File: config.mk
export PLATFORM = sky130hd
export DESIGN_NAME = dmem_arbiter
export DESIGN_NICKNAME = d
export VERILOG_FILES = /design/src/rtl/dmem_arbiter_pkg.sv /design/src/rtl/dmem_arbiter.sv
export SDC_FILE = /design/constraint.sdc
export NUM_CORES = 1
export LEC_CHECK = 0
export BUFFER_PORTS_ARGS = -buffer_cell sky130_fd_sc_hd__buf_4
export CAP_MARGIN = 20
export CELL_PAD_IN_SITES_DETAIL_PLACEMENT = 1
export CELL_PAD_IN_SITES_GLOBAL_PLACEMENT = 1
export CORE_AREA = 3 3 118 120
export DETAILED_ROUTE_END_ITERATION = 16
export DIE_AREA = 0 0 121 123
export GPL_TIMING_DRIVEN = 0
export PLACE_DENSITY_LB_ADDON = 0.1
export SLEW_MARGIN = 20
export SYNTH_ARGS = -nofsm -noshare
export SYNTH_HDL_FRONTEND = slang
export SYNTH_SLANG_ARGS = --single-unit
File: constraint.sdc
create_clock -name clk -period 2.8 [get_ports clk]
set_input_delay 0.28 -clock clk [delete_from_list [all_inputs] [get_ports clk]]
set_output_delay 0.28 -clock clk [all_outputs]
set_load 0.005 [all_outputs]
File: src/rtl/dmem_arbiter_pkg.sv
// dmem_arbiter_pkg
//   Shared types for the data-memory arbiter: the memory access size/sign
//   encoding used by the CPU, debug port and data_memory, the arbiter
//   ownership state, and a helper that sizes the arbiter's saturating
//   counters from their maximum values.
package dmem_arbiter_pkg;

  typedef enum logic [2:0] {
    MEM_B  = 3'b000,
    MEM_H  = 3'b001,
    MEM_W  = 3'b010,
    MEM_BU = 3'b100,
    MEM_HU = 3'b101
  } mem_op_t;

  typedef enum logic {
    CPU_OWN = 1'b0,
    DBG_OWN = 1'b1
  } dmem_arb_state_t;

  localparam int DEF_STARVE_LIMIT = 4;
  localparam int DEF_MAX_BURST    = 2;

  // Bits needed to hold 0..max_val inclusive, never less than one bit.
  function automatic int cnt_width(input int max_val);
    int w;
    w = $clog2(max_val + 1);
    return (w < 1) ? 1 : w;
  endfunction

  localparam int WAIT_CNT_W  = cnt_width(DEF_STARVE_LIMIT);
  localparam int BURST_CNT_W = cnt_width(DEF_MAX_BURST);

endpackage

File: src/rtl/dmem_arbiter.sv
// dmem_arbiter
//   Shares the single data_memory port between the CPU MEM stage and a
//   debug/loader port. The CPU normally has priority and debug fills idle
//   slots; after STARVE_LIMIT consecutive denied debug cycles, debug owns the
//   port for up to MAX_BURST grants while the CPU is stalled.
//
//   Ports
//     clk, reset                     clock, synchronous active-high reset
//     cpu_req/wr_en/op/addr/wdata    CPU MEM stage access
//     cpu_rdata, cpu_stall           CPU load data (combinational), stall
//     dbg_valid/wr_en/op/addr/wdata  debug request (held until dbg_ready)
//     dbg_ready                      debug request accepted this cycle
//     dbg_rdata, dbg_rvalid          registered debug read data, 1-cycle pulse
//     mem_wr_en/op/addr/data_in      to data_memory
//     mem_data_out                   from data_memory (combinational read)
//
//   state   | meaning
//   CPU_OWN | CPU has priority; debug only gets cycles with no cpu_req
//   DBG_OWN | debug has priority for at most MAX_BURST grants
module dmem_arbiter
  import dmem_arbiter_pkg::*;
#(
  parameter int STARVE_LIMIT = DEF_STARVE_LIMIT,
  parameter int MAX_BURST    = DEF_MAX_BURST
) (
  input  logic        clk,
  input  logic        reset,
  input  logic        cpu_req,
  input  logic        cpu_wr_en,
  input  mem_op_t     cpu_op,
  input  logic [31:0] cpu_addr,
  input  logic [31:0] cpu_wdata,
  output logic [31:0] cpu_rdata,
  output logic        cpu_stall,
  input  logic        dbg_valid,
  output logic        dbg_ready,
  input  logic        dbg_wr_en,
  input  mem_op_t     dbg_op,
  input  logic [31:0] dbg_addr,
  input  logic [31:0] dbg_wdata,
  output logic [31:0] dbg_rdata,
  output logic        dbg_rvalid,
  output logic        mem_wr_en,
  output mem_op_t     mem_op,
  output logic [31:0] mem_addr,
  output logic [31:0] mem_data_in,
  input  logic [31:0] mem_data_out
);

  localparam int WAIT_W  = cnt_width(STARVE_LIMIT);
  localparam int BURST_W = cnt_width(MAX_BURST);

  localparam logic [WAIT_W-1:0]  WAIT_MAX   = WAIT_W'(STARVE_LIMIT);
  localparam logic [WAIT_W-1:0]  WAIT_LAST  = WAIT_W'(STARVE_LIMIT - 1);
  localparam logic [BURST_W-1:0] BURST_LAST = BURST_W'(MAX_BURST - 1);

  dmem_arb_state_t     r_st;
  dmem_arb_state_t     w_st_next;
  logic [WAIT_W-1:0]   r_wait_cnt;
  logic [WAIT_W-1:0]   w_wait_next;
  logic [BURST_W-1:0]  r_burst_cnt;
  logic [BURST_W-1:0]  w_burst_next;
  logic [31:0]         r_dbg_rdata;
  logic                r_dbg_rvalid;
  logic                w_cpu_grant;
  logic                w_dbg_grant;

  always_ff @(posedge clk) begin
    if (reset) begin
      r_st         <= CPU_OWN;
      r_wait_cnt   <= '0;
      r_burst_cnt  <= '0;
      r_dbg_rdata  <= '0;
      r_dbg_rvalid <= 1'b0;
    end else begin
      r_st         <= w_st_next;
      r_wait_cnt   <= w_wait_next;
      r_burst_cnt  <= w_burst_next;
      r_dbg_rvalid <= w_dbg_grant && !dbg_wr_en;
      if (w_dbg_grant && !dbg_wr_en) begin
        r_dbg_rdata <= mem_data_out;
      end
    end
  end

  always_comb begin
    w_cpu_grant  = 1'b0;
    w_dbg_grant  = 1'b0;
    w_st_next    = r_st;
    w_burst_next = r_burst_cnt;
    w_wait_next  = r_wait_cnt;

    case (r_st)
      CPU_OWN: begin
        w_cpu_grant  = cpu_req;
        w_dbg_grant  = dbg_valid && !cpu_req;
        w_burst_next = '0;
        if (dbg_valid && !w_dbg_grant && (r_wait_cnt == WAIT_LAST)) begin
          w_st_next = DBG_OWN;
        end
      end
      DBG_OWN: begin
        w_dbg_grant = dbg_valid;
        w_cpu_grant = cpu_req && !dbg_valid;
        // Debug releasing the port early ends the period regardless of count.
        if (!dbg_valid) begin
          w_st_next    = CPU_OWN;
          w_burst_next = '0;
        end else if (r_burst_cnt == BURST_LAST) begin
          w_st_next    = CPU_OWN;
          w_burst_next = '0;
        end else begin
          w_burst_next = r_burst_cnt + 1'b1;
        end
      end
      default: begin
        w_st_next    = CPU_OWN;
        w_burst_next = '0;
      end
    endcase

    if (w_dbg_grant || !dbg_valid) begin
      w_wait_next = '0;
    end else if (r_wait_cnt != WAIT_MAX) begin
      w_wait_next = r_wait_cnt + 1'b1;
    end
  end

  always_comb begin
    mem_wr_en   = 1'b0;
    mem_op      = cpu_op;
    mem_addr    = '0;
    mem_data_in = '0;
    if (w_cpu_grant) begin
      mem_wr_en   = cpu_wr_en;
      mem_addr    = cpu_addr;
      mem_data_in = cpu_wdata;
    end else if (w_dbg_grant) begin
      mem_wr_en   = dbg_wr_en;
      mem_op      = dbg_op;
      mem_addr    = dbg_addr;
      mem_data_in = dbg_wdata;
    end
  end

  assign cpu_rdata  = mem_data_out;
  assign cpu_stall  = cpu_req && !w_cpu_grant;
  assign dbg_ready  = w_dbg_grant;
  assign dbg_rdata  = r_dbg_rdata;
  assign dbg_rvalid = r_dbg_rvalid;

endmodule

=== Word-level counts from Yosys, hierarchy flattened ===
Index checks and enable logic that the tools add are counted.

* Register bits: 39
* Logic and storage cells: 41

* Add/sub/neg operators: 2
* Equality and inequality tests: 3
* Muxes and demuxes: 17
* Bitwise logic cells: 1
* Reduce and logical (&&, ||, !) cells: 13

{| class="wikitable"
|+ Operators with widths
! kind !! count
|-
| 32-bit 2-to-1 mux || 4
|-
| 1-bit logical AND || 6
|-
| 3-bit 2-to-1 mux || 2
|-
| 1-bit one-hot mux with 2 select lines || 3
|-
| 1-bit logical NOT || 5
|-
| 1-bit 2-to-1 mux || 5
|-
| 2-bit 2-to-1 mux || 2
|-
| 2-bit one-hot mux with 2 select lines || 1
|-
| 3-bit by 1-bit adder with 3-bit output, second input constant || 1
|-
| 3-bit by 2-bit == test with 1-bit output, second input constant || 1
|-
| 3-bit != test, second input constant || 1
|-
| 2-bit by 1-bit adder with 2-bit output, second input constant || 1
|-
| 2-bit by 1-bit == test with 1-bit output, second input constant || 1
|-
| 2-bit OR reduction || 1
|-
| 1-bit logical OR || 1
|-
| 1-bit NOT || 1
|}

=== Depth between registers and ports, before layout ===
* Depth in word-level cells: 7
* Mapped depth: 6

=== Worst setup path before layout ===
No wires, ideal clock.

* Path type: register -> output
* From: register r_st
* To: output port mem_op[0]
* Arrival: 1130 ps
* Data required time: 2520 ps
* Slack: 1390 ps
* Stages on the path, launching flop included: 6
* Path buffers: 2
* Path through: dfxtp_1 > nor2b_4 > nor2b_1 > buf_6 > buf_6 > mux2_2

* Word-level cells in the longest chain between the ends: 4
* Elaborated cells between the ends (all ways): 5

{| class="wikitable"
|+ RTL lines
! what !! RTL line !! source
|-
| from (decl) || dmem_arbiter.sv:57 || <nowiki>dmem_arb_state_t r_st;</nowiki>
|-
| from (signal assigned) || dmem_arbiter.sv:76 || <nowiki>r_st <= w_st_next;</nowiki>
|-
| 1-bit NOT || - ||
|-
| 1-bit one-hot mux with 2 select lines || dmem_arbiter.sv:93 || <nowiki>case (r_st)</nowiki>
|-
| 3-bit 2-to-1 mux || dmem_arbiter.sv:138 || <nowiki>end else if (w_dbg_grant) begin</nowiki>
|-
| 3-bit 2-to-1 mux * || dmem_arbiter.sv:134 || <nowiki>if (w_cpu_grant) begin</nowiki>
|-
| to (decl) || dmem_arbiter.sv:44 || <nowiki>output mem_op_t mem_op,</nowiki>
|}

Every way passes the cells marked *; elsewhere a longest branch is shown, timed or not.

=== Final worst setup path ===
* From: register r_st
* To: output port mem_addr[27]

* Word-level cells in the longest chain between the ends: 4
* Elaborated cells between the ends (all ways): 5

{| class="wikitable"
|+ RTL lines
! what !! RTL line !! source
|-
| 1-bit NOT || - ||
|-
| 1-bit one-hot mux with 2 select lines || dmem_arbiter.sv:93 ||
|-
| 32-bit 2-to-1 mux || dmem_arbiter.sv:138 ||
|-
| 32-bit 2-to-1 mux * || dmem_arbiter.sv:134 ||
|-
| to (decl) || dmem_arbiter.sv:45 || <nowiki>output logic [31:0] mem_addr,</nowiki>
|}

Marked as above.

==> flow_metrics.tcl <==
set metrics [dict create \
    status "finished clean" \
    reg2reg_slack_ns 1.41 \
    io_pins 307 \
    antenna_found_initial 0 \
    path_cells "nand2_1 > and2_1 > clkbuf_1 > a22o_1 > buf_4" \
    finalSetupTns_ns 0 \
    antenna_left 0 \
    cp_num_cells 5 \
    grt_use_met1_pct 19.5 \
    synth.ff_latch_count 39 \
    p_int_uw 1320 \
    drc 0 \
    finalInstanceArea_um2 5380 \
    yosysWarnings 0 \
    placed_area_um2 5240 \
    routed_wl_mm 14.4 \
    worstPathRequired_ns 2.52 \
    sw_frac_of_total_pct 25.4 \
    skew_ns 0.00235 \
    yosysUniqueCellTypes 23 \
    r2r_cells 5 \
    p_per_area_nw_per_um2 329 \
    netSwitchingPower_uw 449 \
    cpLargestDelayFamily "buffers and inverters" \
    crit_type "reg2out" \
    hold_path.class "in2reg" \
    setup_viol 0 \
    fmax_ghz 0.508 \
    endpoint_kind "primary output" \
    start_util_pct 20.9 \
    slew_headroom_pct 65.8 \
    die_x_um 121 \
    rr_startpoint "r_st" \
    multi_input_area_um2 1500 \
    dieHeight_um 123 \
    arrival_ns 1.69 \
    cp-start-kind "flop" \
    first_global_vias 3462 \
    drive_gt1_share_pct 60.6 \
    worstPathMaxFanout 10 \
    routedWlPerCell_um 18.4 \
    drt_iter0_drc 90 \
    synth_top_area_cell "dfxtp_1" \
    area_growth_pct 96.9 \
    avgViaCountPerCell 4.29 \
    worstSetupEndpoint "mem_addr[27]" \
    maxCapViolCount 0 \
    timing.final.crit_share_pct 70.3 \
    p_leak_uw 0.00272 \
    yosysSeqAreaShare_pct 28.6 \
    tightest_slew_ns 0.513 \
    synthTopCellsByArea "dfxtp_1, a22o_1, nand2b_1" \
    post_cts_buffers 0 \
    rows 42 \
    cts_tree "done" \
    slew_viol_final 0 \
    startpoint "r_st" \
    grt_usage_pct 17.5 \
    grt_first_pass_wirelength_mm 20.3 \
    post_cts_resized 0 \
    met3_usage_pct 6.22 \
    clock_path_buffers 2 \
    pwr-share-comb_pct 36.2 \
    ctsHoldBuffers 0 \
    p_seq_share_pct 32.9 \
    finalHoldViolations 0 \
    grt.busiest_layer "met2" \
    hpwl_mm 12.3 \
    cpMaxStageDelayCell "clkbuf_1" \
    clock_sinks 39 \
    synth_nets 465 \
    fin_crit_ns 1.97 \
    clkTransAtPathRegs_ns 0.06 \
    drtPass1Iterations 4 \
    final_nets 777 \
    yosys.area.top_type_share_pct 28.6 \
    grt_max_degree 12 \
    final-seq-area_um2 781 \
    r2r-end "dbg_rdata[11]" \
    antenna_cells 0 \
    crit_buf_inv 2 \
    htreeDepth 2 \
    coreArea_um2 13100 \
    clockRootBuffer "clkbuf_16" \
    die_area_um2 14900 \
    port_buffers 305 \
    insertion_delay_ns 0.28 \
    n_fill_cell 1508 \
    grt.met2_usage_pct 31.8 \
    slowest_delay_ns 0.42 \
    globalplace.congestion 0.786 \
    rsz0062_at_grt "no" \
    clock_power_share_pct 30.9 \
    numCtsBuffers 5 \
    syn_inst 289 \
    vdd_drop_max_mv 0.262 \
    grt_overflow 0 \
    synthesis.area_um2 2730 \
    syn_area_per_cell_um2 9.45 \
    via_count 3337 \
]
## Yosys cell counts (all sizes together)
cell type,n
a21oi,3
a22o,65
and2,1
and3,1
buf,50
clkbuf,8
dfxtp,39
ha,4
inv,4
mux2,3
mux2i,32
nand2,3
nand2b,64
nand3,1
nand3b,1
nor2,1
nor2b,4
nor3b,2
nor4,2
xnor2,1
## through the flow
step           hold slack (ns)  total power [µW]  setup slack [ns]  util (%)  std cells
6_report                 0.276              1770             0.832      41.1        778
4_1_cts                  0.268              1810             0.811      41.1        778
3_3_place_gp             0.414              1230              1.08      40.1        770
3_5_place_dp             0.427              1240              1.07      40.1        770
2_1_floorplan            0.405               819              1.39         -        289
5_1_grt                  0.276              1860             0.722      41.1        778
## worst reg2reg max path, delay by kind of cell, from the launching register on
kind / cells / cell delay [ns]
buf+inv: 2 / 0.42
flops: 1 / 0.41
simple gates: 2 / 0.29
mux: 1 / 0.21
## metal layers
metal | wire length [µm] | part of all wire [%]
met2 | 7530 | 52
met4 | 178 | 1.2
met1 | 5310 | 37
met3 | 1330 | 9.3
met5 | 0 | 0
## power groups by stage
stage	clock network, µW	registers (µW)	logic (µW)
global route	590	584	688
CTS	571	582	653
floorplan	0	594	224
global placement	0	593	641
detailed placement	0	594	651
finish	547	582	640
## logic make-up (layout without fill, tap and decap cells)
group	Yosys count	after routing	synth area share, %
compound gates	68	68	21.4
xor+xnor	1	1	0.321
fa+ha+maj	4	4	1.83
buf+inv	62	375	16.6
flops	39	39	28.6
mux	35	35	13.0
simple gates	80	80	18.3
## sequential cells by signal, summed over array words and instances, names as in the netlist
| signal | cells |
|---|---|
| r_wait_cnt | 3 |
| dbg_rdata | 32 |
| dbg_rvalid | 1 |
| r_burst_cnt | 2 |
| r_st | 1 |
## area by class of cell
cell class,count,area share (%)
repair buffers,305,42.6
well taps,176,4.09
clock buffers,7,2.47
clock inverters,1,0.0930
inverters,4,0.279
flip-flops and latches,39,14.5
multi-input cells,188,27.8
plain buffers,58,8.14
## worst min-delay path by stage
stage                           from             end  slack [ns]  depth (start not counted)
global route        mem_data_out[27]   dbg_rdata[27]        0.28                          3
floorplan             r_burst_cnt[0]  r_burst_cnt[0]        0.41                          1
detailed placement    r_burst_cnt[0]  r_burst_cnt[0]        0.43                          1
global placement      r_burst_cnt[0]  r_burst_cnt[0]        0.41                          1
CTS                  mem_data_out[2]    dbg_rdata[2]        0.27                          3
finish               mem_data_out[2]    dbg_rdata[2]        0.28                          3
## layout by cell type (no fill, tap or decap), drive strengths merged
master	instances
a21oi	3
a22o	65
and2	1
and3	1
buf	355
clkbuf	15
clkinv	1
dfxtp	39
ha	4
inv	4
mux2	3
mux2i	32
nand2	3
nand2b	64
nand3	1
nand3b	1
nor2	1
nor2b	4
nor3b	2
nor4	2
xnor2	1
Note: power is estimated with default switching activity, not from simulation.
